--- src/rtl/wr_ret_pkg.sv ---
// Shared constants and helpers for the write-channel return path.
package wr_ret_pkg;

  localparam logic [1:0] OKAY   = 2'b00;
  localparam logic [1:0] EXOKAY = 2'b01;
  localparam logic [1:0] SLVERR = 2'b10;
  localparam logic [1:0] DECERR = 2'b11;

  // Ceiling log2, used to size queue pointers.
  function automatic int clog2(input int value);
    int r;
    r = 0;
    while ((1 << r) < value) r++;
    return r;
  endfunction

endpackage

--- src/rtl/wr_ord_fifo.sv ---
// Three-pointer ordering queue: entries are pushed at AW, released for W in
// order (aw_w), and popped at B (rp). occ counts all entries, wpend counts
// entries whose W burst has not finished yet.
module wr_ord_fifo
  import wr_ret_pkg::*;
#(
  parameter int DEPTH = 4,
  parameter int ID_W  = 3,
  localparam int PW   = clog2(DEPTH)
) (
  input  logic            clk,
  input  logic            rst,
  input  logic            push,
  input  logic [ID_W-1:0] push_id,
  input  logic            w_adv,
  input  logic            pop,
  output logic [ID_W-1:0] head,
  output logic [ID_W-1:0] w_owner,
  output logic [PW:0]     occ,
  output logic [PW:0]     wpend
);

  localparam logic [PW-1:0] PTR_ONE = 1;

  logic [PW-1:0]   wp, aw_w, rp;
  logic [ID_W-1:0] mem [DEPTH];

  // Pointers wrap naturally because DEPTH is a power of two.
  always_ff @(posedge clk) begin
    if (rst) begin
      wp    <= '0;
      aw_w  <= '0;
      rp    <= '0;
      occ   <= '0;
      wpend <= '0;
    end else begin
      if (push)  wp   <= wp + PTR_ONE;
      if (w_adv) aw_w <= aw_w + PTR_ONE;
      if (pop)   rp   <= rp + PTR_ONE;
      occ   <= occ   + {{PW{1'b0}}, push} - {{PW{1'b0}}, pop};
      wpend <= wpend + {{PW{1'b0}}, push} - {{PW{1'b0}}, w_adv};
    end
  end

  // Entry storage; contents beyond occ are don't-care, so no reset needed.
  always_ff @(posedge clk) begin
    if (push) mem[wp] <= push_id;
  end

  assign head    = mem[rp];
  assign w_owner = mem[aw_w];

endmodule

--- src/rtl/wr_sl_return_n.sv ---
// Write-channel return path for one master port. Routes slave AW/W ready and
// B response back to the master in AW order; unmapped selects are answered by
// an internal default slave with DECERR.
// Optional: define WR_RESP_ERR_CNT_EN to add a saturating error-response
// counter output err_cnt.
module wr_sl_return_n
  import wr_ret_pkg::*;
#(
  parameter int NUM_SLAVES = 2,
  parameter int SEL_W      = 3,
  parameter int MAX_OUTST  = 4
) (
  input  logic                    ACLK,
  input  logic                    ARESET,
  input  logic                    m_AWVALID,
  input  logic [SEL_W-1:0]        slv_sel,
  input  logic                    m_WVALID,
  input  logic                    m_WLAST,
  input  logic                    m_BREADY,
  input  logic [NUM_SLAVES-1:0]   s_AWREADY,
  input  logic [NUM_SLAVES-1:0]   s_WREADY,
  input  logic [NUM_SLAVES-1:0]   s_BVALID,
  input  logic [2*NUM_SLAVES-1:0] s_BRESP,
  output logic [NUM_SLAVES-1:0]   s_BREADY,
  output logic [SEL_W-1:0]        s_WSEL,
  output logic                    wr_AWREADY,
  output logic                    wr_WREADY,
  output logic                    wr_BVALID,
`ifdef WR_RESP_ERR_CNT_EN
  output logic [15:0]             err_cnt,
`endif
  output logic [1:0]              wr_BRESP
);

  localparam int PW = clog2(MAX_OUTST);
  localparam logic [PW:0] OCC_MAX = (PW+1)'(MAX_OUTST);

  logic [SEL_W-1:0]      head, w_owner;
  logic [PW:0]           occ, wpend;
  logic                  push, w_adv, pop;
  logic                  aw_hit, own_hit, head_hit;
  logic                  aw_slv_rdy, w_slv_rdy, b_slv_valid;
  logic [1:0]            b_slv_resp;
  logic [NUM_SLAVES-1:0] head_onehot;

  wr_ord_fifo #(
    .DEPTH (MAX_OUTST),
    .ID_W  (SEL_W)
  ) u_fifo (
    .clk     (ACLK),
    .rst     (ARESET),
    .push    (push),
    .push_id (slv_sel),
    .w_adv   (w_adv),
    .pop     (pop),
    .head    (head),
    .w_owner (w_owner),
    .occ     (occ),
    .wpend   (wpend)
  );

  // Pick the addressed slave for AW, the W owner and the B head; a miss
  // means the id is unmapped and the default slave answers.
  always_comb begin
    aw_hit      = 1'b0;
    own_hit     = 1'b0;
    head_hit    = 1'b0;
    aw_slv_rdy  = 1'b0;
    w_slv_rdy   = 1'b0;
    b_slv_valid = 1'b0;
    b_slv_resp  = OKAY;
    head_onehot = '0;
    for (int i = 0; i < NUM_SLAVES; i++) begin
      if (slv_sel == SEL_W'(i)) begin
        aw_hit     = 1'b1;
        aw_slv_rdy = s_AWREADY[i];
      end
      if (w_owner == SEL_W'(i)) begin
        own_hit   = 1'b1;
        w_slv_rdy = s_WREADY[i];
      end
      if (head == SEL_W'(i)) begin
        head_hit       = 1'b1;
        b_slv_valid    = s_BVALID[i];
        b_slv_resp     = s_BRESP[2*i +: 2];
        head_onehot[i] = 1'b1;
      end
    end
  end

  // Return-path outputs, forced low while reset is held.
  always_comb begin
    wr_AWREADY = 1'b0;
    wr_WREADY  = 1'b0;
    wr_BVALID  = 1'b0;
    wr_BRESP   = OKAY;
    s_BREADY   = '0;
    s_WSEL     = '0;
    if (!ARESET) begin
      wr_AWREADY = (occ < OCC_MAX) & (aw_hit ? aw_slv_rdy : 1'b1);
      if (wpend != '0) begin
        wr_WREADY = own_hit ? w_slv_rdy : 1'b1;
        s_WSEL    = w_owner;
      end
      if (occ > wpend) begin
        wr_BVALID = head_hit ? b_slv_valid : 1'b1;
        wr_BRESP  = head_hit ? b_slv_resp : DECERR;
        s_BREADY  = head_onehot & {NUM_SLAVES{m_BREADY}};
      end
    end
  end

  assign push  = m_AWVALID & wr_AWREADY;
  assign w_adv = m_WVALID & wr_WREADY & m_WLAST;
  assign pop   = wr_BVALID & m_BREADY;

`ifdef WR_RESP_ERR_CNT_EN
  // Saturating count of completed B responses other than OKAY.
  always_ff @(posedge ACLK) begin
    if (ARESET) begin
      err_cnt <= '0;
    end else if (pop && (wr_BRESP != OKAY) && (err_cnt != 16'hFFFF)) begin
      err_cnt <= err_cnt + 16'd1;
    end
  end
`endif

endmodule
--- config.mk ---
export PLATFORM = sky130hd
export DESIGN_NAME = wr_sl_return_n
export DESIGN_NICKNAME = d
export VERILOG_FILES = /design/src/rtl/wr_ret_pkg.sv /design/src/rtl/wr_ord_fifo.sv /design/src/rtl/wr_sl_return_n.sv
export SDC_FILE = /design/constraint.sdc
export NUM_CORES = 1
export LEC_CHECK = 0
export BUFFER_PORTS_ARGS = -buffer_cell sky130_fd_sc_hd__buf_2
export CAP_MARGIN = 40
export CORE_UTILIZATION = 44
export DETAILED_ROUTE_END_ITERATION = 16
export PLACE_DENSITY = 0.72
export SYNTH_ARGS = -nofsm -noshare
export SYNTH_HDL_FRONTEND = slang
export SYNTH_SLANG_ARGS = --single-unit
--- constraint.sdc ---
create_clock -name ACLK -period 3.8 [get_ports ACLK]
set_input_delay 0.19 -clock ACLK [delete_from_list [all_inputs] [get_ports ACLK]]
set_output_delay 0.19 -clock ACLK [all_outputs]
set_load 0.05 [all_outputs]
## Word-level counts from Yosys, hierarchy flattened

Memories as Yosys holds them, arrays and structs flattened. A register that Yosys moved wholly into a read port is not among the register bits.
Cells that the tools add are included.

- Add/sub/neg operators: 7
- $lt $le $gt $ge: 2
- Eq/ne operators: 3
- Muxes and demuxes: 36
- Bitwise logic cells: 6
- Reduce and logical (&&, ||, !) cells: 4

Operators by type and width:

| cell | number |
|---|---|
| 1-bit 2-to-1 mux | 23 |
| 2-bit 2-to-1 mux | 11 |
| 3-bit by 1-bit equality test with 1-bit output, second input constant | 3 |
| 3-bit logical NOT | 3 |
| 2-bit by 1-bit adder with 2-bit output, second input constant | 3 |
| 3-bit by 1-bit adder with 3-bit output | 2 |
| 3-bit 2-to-1 mux | 2 |
| 3-bit by 1-bit subtractor with 3-bit output | 2 |
| 1-bit bitwise AND | 5 |
| 3-bit greater-than comparator | 1 |
| 3-bit < comparator, second input constant | 1 |
| 3-bit nonzero test | 1 |
| 2-bit bitwise AND | 1 |

- Bits in registers: 12
- Bits in writable memories: 12
- Input port bits: 19
- Output and inout port bits: 10
- Memories: 1

Memories:

| memory | words | bits a word | rd ports | clocked after memory_dff | write ports | line | RTL |
|---|---|---|---|---|---|---|---|
| u_fifo.mem | 4 | 3 | 2 | 2 | 1 | wr_ord_fifo.sv:26 | `logic [ID_W-1:0] mem [DEPTH];` |

## Depth between registers and ports, before layout

- Word-level depth: 10
- Depth in mapped cells: 12

## By module

Synthesis repeated with hierarchy kept, for this count alone.

- Cells, all modules: 117
- Area, all modules: 1477.7 um2

By module, submodules not included:

| module | times used | cells an instance | area each (um2) |
|---|---|---|---|
| wr_ord_fifo | 1 | 81 | 1218.7 |
| wr_sl_return_n | 1 | 36 | 259.0 |

## Worst setup path before layout

No wires, ideal clock.

- Path type: input to register
- From: input slv_sel[0]
- To: register u_fifo.wpend[2]
- Data arrival time: 2.985 ns
- Data required time: 3.672 ns
- Slack: 0.687 ns
- Stages on the path: 9
- Buffers on the path: 0
- Cells stage by stage: mux2i_1 -> a211oi_1 -> and2_1 -> ha_1 -> inv_1 -> fa_1 -> xnor2_1 -> xnor2_1 -> nor2_1

- Cells in the longest elaborated chain, start to end: 9
- Elaborated cells between the ends (all ways): 12

Ends and longest elaborated chain:

| what | line | RTL |
|---|---|---|
| start: declaration | wr_sl_return_n.sv:16 | `input logic [SEL_W-1:0] slv_sel,` |
| 3-bit logical NOT | wr_sl_return_n.sv:74 | `if (slv_sel == SEL_W'(i)) begin` |
| 1-bit 2-to-1 mux (2 in a row) | wr_sl_return_n.sv:74 |  |
| 1-bit 2-to-1 mux * | wr_sl_return_n.sv:100 | `wr_AWREADY = (occ < OCC_MAX) & (aw_hit ? aw_slv_rdy : 1'b1);` |
| 1-bit bitwise AND * | wr_sl_return_n.sv:100 |  |
| 1-bit 2-to-1 mux * | wr_sl_return_n.sv:99 | `if (!ARESET) begin` |
| net wr_AWREADY | wr_sl_return_n.sv:26 | `output logic wr_AWREADY,` |
| 1-bit bitwise AND * | wr_sl_return_n.sv:113 | `assign push = m_AWVALID & wr_AWREADY;` |
| net push | wr_sl_return_n.sv:40 | `logic push, w_adv, pop;` |
| 3-bit by 1-bit adder with 3-bit output * | wr_ord_fifo.sv:41 | `wpend <= wpend + {{PW{1'b0}}, push} - {{PW{1'b0}}, w_adv};` |
| 3-bit by 1-bit subtractor with 3-bit output * | wr_ord_fifo.sv:41 |  |
| end signal: assignment | wr_ord_fifo.sv:41 |  |
| end: declaration | wr_ord_fifo.sv:20 | `output logic [PW:0] wpend` |

The timed path passes the listed nets; every way through them passes the cells marked *.
A chain may end at the register's enable or synchronous reset.

## Worst setup path after layout

- From: register u_fifo.wpend[1]
- To: register u_fifo.occ[1]

- Cells in the longest elaborated chain, start to end: 5

Ends and longest elaborated chain:

| what | line | RTL |
|---|---|---|
| 3-bit greater-than comparator | wr_sl_return_n.sv:105 | `if (occ > wpend) begin` |
| 1-bit 2-to-1 mux | wr_sl_return_n.sv:105 |  |
| 1-bit 2-to-1 mux | wr_sl_return_n.sv:99 |  |
| 1-bit bitwise AND | wr_sl_return_n.sv:115 | `assign pop = wr_BVALID & m_BREADY;` |
| net pop | wr_sl_return_n.sv:40 |  |
| 3-bit by 1-bit subtractor with 3-bit output | wr_ord_fifo.sv:40 | `occ <= occ + {{PW{1'b0}}, push} - {{PW{1'b0}}, pop};` |
| end signal: assignment | wr_ord_fifo.sv:40 |  |
| end: declaration | wr_ord_fifo.sv:19 | `output logic [PW:0] occ,` |

The timed path passes the listed nets, and every way through them passes these cells.

==> metrics.yaml <==
route:
  finalWirelength_um: 2800
  drt_iter0_markers: 36
  via_per_inst: 5.09
  drc_errors: 0
  firstDrtPassIters: 4
  vias: 1109
  antenna_left: 0
  wl_per_cell_um: 12.8
critical_path:
  path_depth: 10
  r2r-end: "u_fifo.occ[1]"
  cp-start-kind: "register"
  rr_startpoint: "u_fifo.wpend[1]"
  cpMaxStageDelayCell: "a311oi_1"
  critPathArrivalTime_ns: 3.32
  critical_path.top_delay_family: "adder cells"
  max_stage_delay_ns: 0.46
  rr_worst_depth: 10
  cp_cell_sequence: "inv_1, ha_1, a311oi_1, nand4_1, nor3b_2, ha_1, inv_1, ha_1, fa_1, nor2b_1"
  worstPathRequired_ns: 4.04
  crit_start: "u_fifo.wpend[1]"
  endpoint_kind: "register"
  cp_num_buf_inv: 2
  rrSetupSlack_ns: 0.72
  crit_fanout: 4
  worst-setup-path-type: "register to register"
  crit_top_cell: "ha_1"
  crit_end: "u_fifo.occ[1]"
finish:
  num-fill-cells: 312
  drive_above_1_share_pct: 21.5
  stdcell_count: 218
  nNetsFinal: 205
  diodes: 0
  syn_to_final_growth_pct: 15.5
  design_area_sq_um: 1760
sta:
  setup_tns_ns: 0
  fmax_mhz: 325
  finalClockSkew_ns: 0.00971
  setup_viol: 0
  rsz0062_at_grt: "no"
  whs_ns: 0.0787
  finalCritPeriodShare_pct: 81.1
  relSlewSlack_pct: 60.1
  hold_viol: 0
  period_needed_ns: 3.08
  final_max_slew_viol_count: 0
  worst_slew_pin_slew_ns: 0.595
synthesis:
  ys_types: 33
  syn_area_sq_um: 1530
  postSynthAreaPerCell_sq_um: 10.7
  ys_warn_count: 0
  ys_ff_latch: 28
  synthCells: 142
  seq_area_frac_synth_pct: 44.6
  synth_fp_nets: 174
die:
  boundaryPins: 29
  fp.dieW_um: 60.9
  rows: 21
  die_y_um: 60.9
  dieArea_sq_um: 3710
  core_sq_um: 3340
  floorplan.initialDensity_pct: 45.7
clock_network:
  numCtsBuffers: 3
  cts_resized: 0
  clkLatencyLatePin_ns: 0.33
  cts_root_buf: "clkbuf_4"
  ctsHoldBuffers: 0
  post_cts_buffers: 0
  cts_tree: "built"
  path_clk_slew_ns: 0.16
  cts.sinks: 28
  cts_buffer_depth: 2
  h-tree-depth: 1
power:
  power_mw: 1.01
  cellLeakagePower_nw: 0.748
  power_density_nw_per_um2: 574
  ir_worst_vdd_uv: 258
placement:
  place_area_sq_um: 1720
  placed_cells: 214
  port_buffers: 28
  globalplace.congestion: 0.798
  dp.final_hpwl_um: 2290
outcome:
  status: "finished clean"
grt:
  grt-ovfl-total: 0
  grt_usage_pct: 16.6
  antenna_found_initial: 0
  grt_pass1_wl_um: 4400
  grt_pass1_vias: 1017
  grt_max_degree: 17
run:
  cap_viol_max_count: 0
min_path:
  hold_class: "input pin to register"
-- Yosys cell counts --
cell / n / area (sq um)
nor4bb_1: 1 / 10.0
a211oi_1: 2 / 15.0
nand2_1: 7 / 26.3
nor4b_1: 2 / 17.5
ha_1: 11 / 138
fa_1: 2 / 40.0
a21oi_1: 8 / 40.0
o21ai_0: 3 / 15.0
xnor2_1: 6 / 52.6
mux2_2: 1 / 11.3
nor2b_1: 4 / 25.0
o211ai_1: 2 / 15.0
a311oi_1: 1 / 8.76
and2_2: 1 / 7.51
nor3_1: 3 / 15.0
o41ai_1: 1 / 8.76
edfxtp_1: 12 / 360
clkbuf_1: 1 / 3.75
o311ai_0: 1 / 8.76
and2_1: 3 / 18.8
buf_2: 1 / 5.00
nand4_1: 2 / 12.5
inv_1: 14 / 52.6
or2_2: 1 / 6.26
mux2i_1: 9 / 90.1
a211oi_2: 1 / 12.5
o21bai_1: 1 / 7.51
mux4_1: 3 / 78.8
dfxtp_1: 16 / 320
nor2_1: 16 / 60.1
nor3b_2: 1 / 12.5
nor4_1: 1 / 6.26
and3_1: 4 / 25.0
-- power by group --
part | switching, mW | internal (mW)
Combinational | 0.279 | 0.163
Sequential | 0.0459 | 0.355
Clock | 0.0896 | 0.0805
Total | 0.414 | 0.598
-- worst min path at each step --
| stage | startpoint | endpoint | slack [ns] | cells after the start |
|---|---|---|---|---|
| 2_1_floorplan | slv_sel[0] | u_fifo.mem[0][0] | 0.29 | 0 |
| 3_3_place_gp | slv_sel[2] | u_fifo.mem[2][2] | 0.42 | 1 |
| 3_5_place_dp | slv_sel[2] | u_fifo.mem[2][2] | 0.42 | 1 |
| 4_1_cts | slv_sel[2] | u_fifo.mem[1][2] | 0.07 | 1 |
| 5_1_grt | slv_sel[0] | u_fifo.mem[3][0] | 0.06 | 1 |
| 6_report | slv_sel[2] | u_fifo.mem[1][2] | 0.08 | 1 |
-- placed cells by master, fill, tap and decap left out, types with 3 or more instances in the layout --
cell / instances
nor3_1: 3
nor2_1: 16
inv_1: 14
xnor2_1: 6
buf_2: 28
dfxtp_1: 16
o21ai_0: 3
and2_1: 3
edfxtp_1: 12
and3_1: 4
a21oi_1: 8
nor2b_1: 4
mux4_1: 3
nand2_1: 7
clkbuf_4: 3
ha_1: 11
mux2i_1: 9
-- routing by layer --
layer	share of wire, %	routed length (um)	vias to the layer above	global-route usage (%)
li1	-	-	565	-
met5	0	0	-	0
met3	3.4	94	4	2.77
met4	1.4	38	0	7.79
met1	46	1280	517	20.5
met2	49	1380	23	28.4
-- through the flow --
| stage | utilization (%) | setup WS [ns] |
|---|---|---|
| 3_3_place_gp | 51.4 | 0.784 |
| 3_5_place_dp | 51.4 | 0.721 |
| 2_1_floorplan | - | 0.687 |
| 5_1_grt | 52.8 | 0.447 |
| 6_report | 52.8 | 0.719 |
| 4_1_cts | 52.8 | 0.702 |
-- area by class of cell --
cell class	instances	area [sq um]	share of cell area (%)
inverters	14	52.6	2.98
flip-flops and latches	28	681	38.6
repair buffers	28	140	7.95
well taps	46	57.6	3.26
clock buffers	4	47.5	2.70
multi-input cells	98	785	44.5
-- logic make-up (layout without fill, tap and decap cells) --
family                   after synthesis  after routing  share of synthesized area, %
flip-flops                            28             28                          44.6
AND/OR/NAND/NOR                       46             46                          15.9
buffers and inverters                 16             46                          4.02
adder cells (fa/ha/maj)               13             13                          11.6
AO/OA/AOI/OAI                         20             20                          8.61
XOR/XNOR                               6              6                          3.44
multiplexers                          13             13                          11.8
Power figures use the tool's default switching activity.
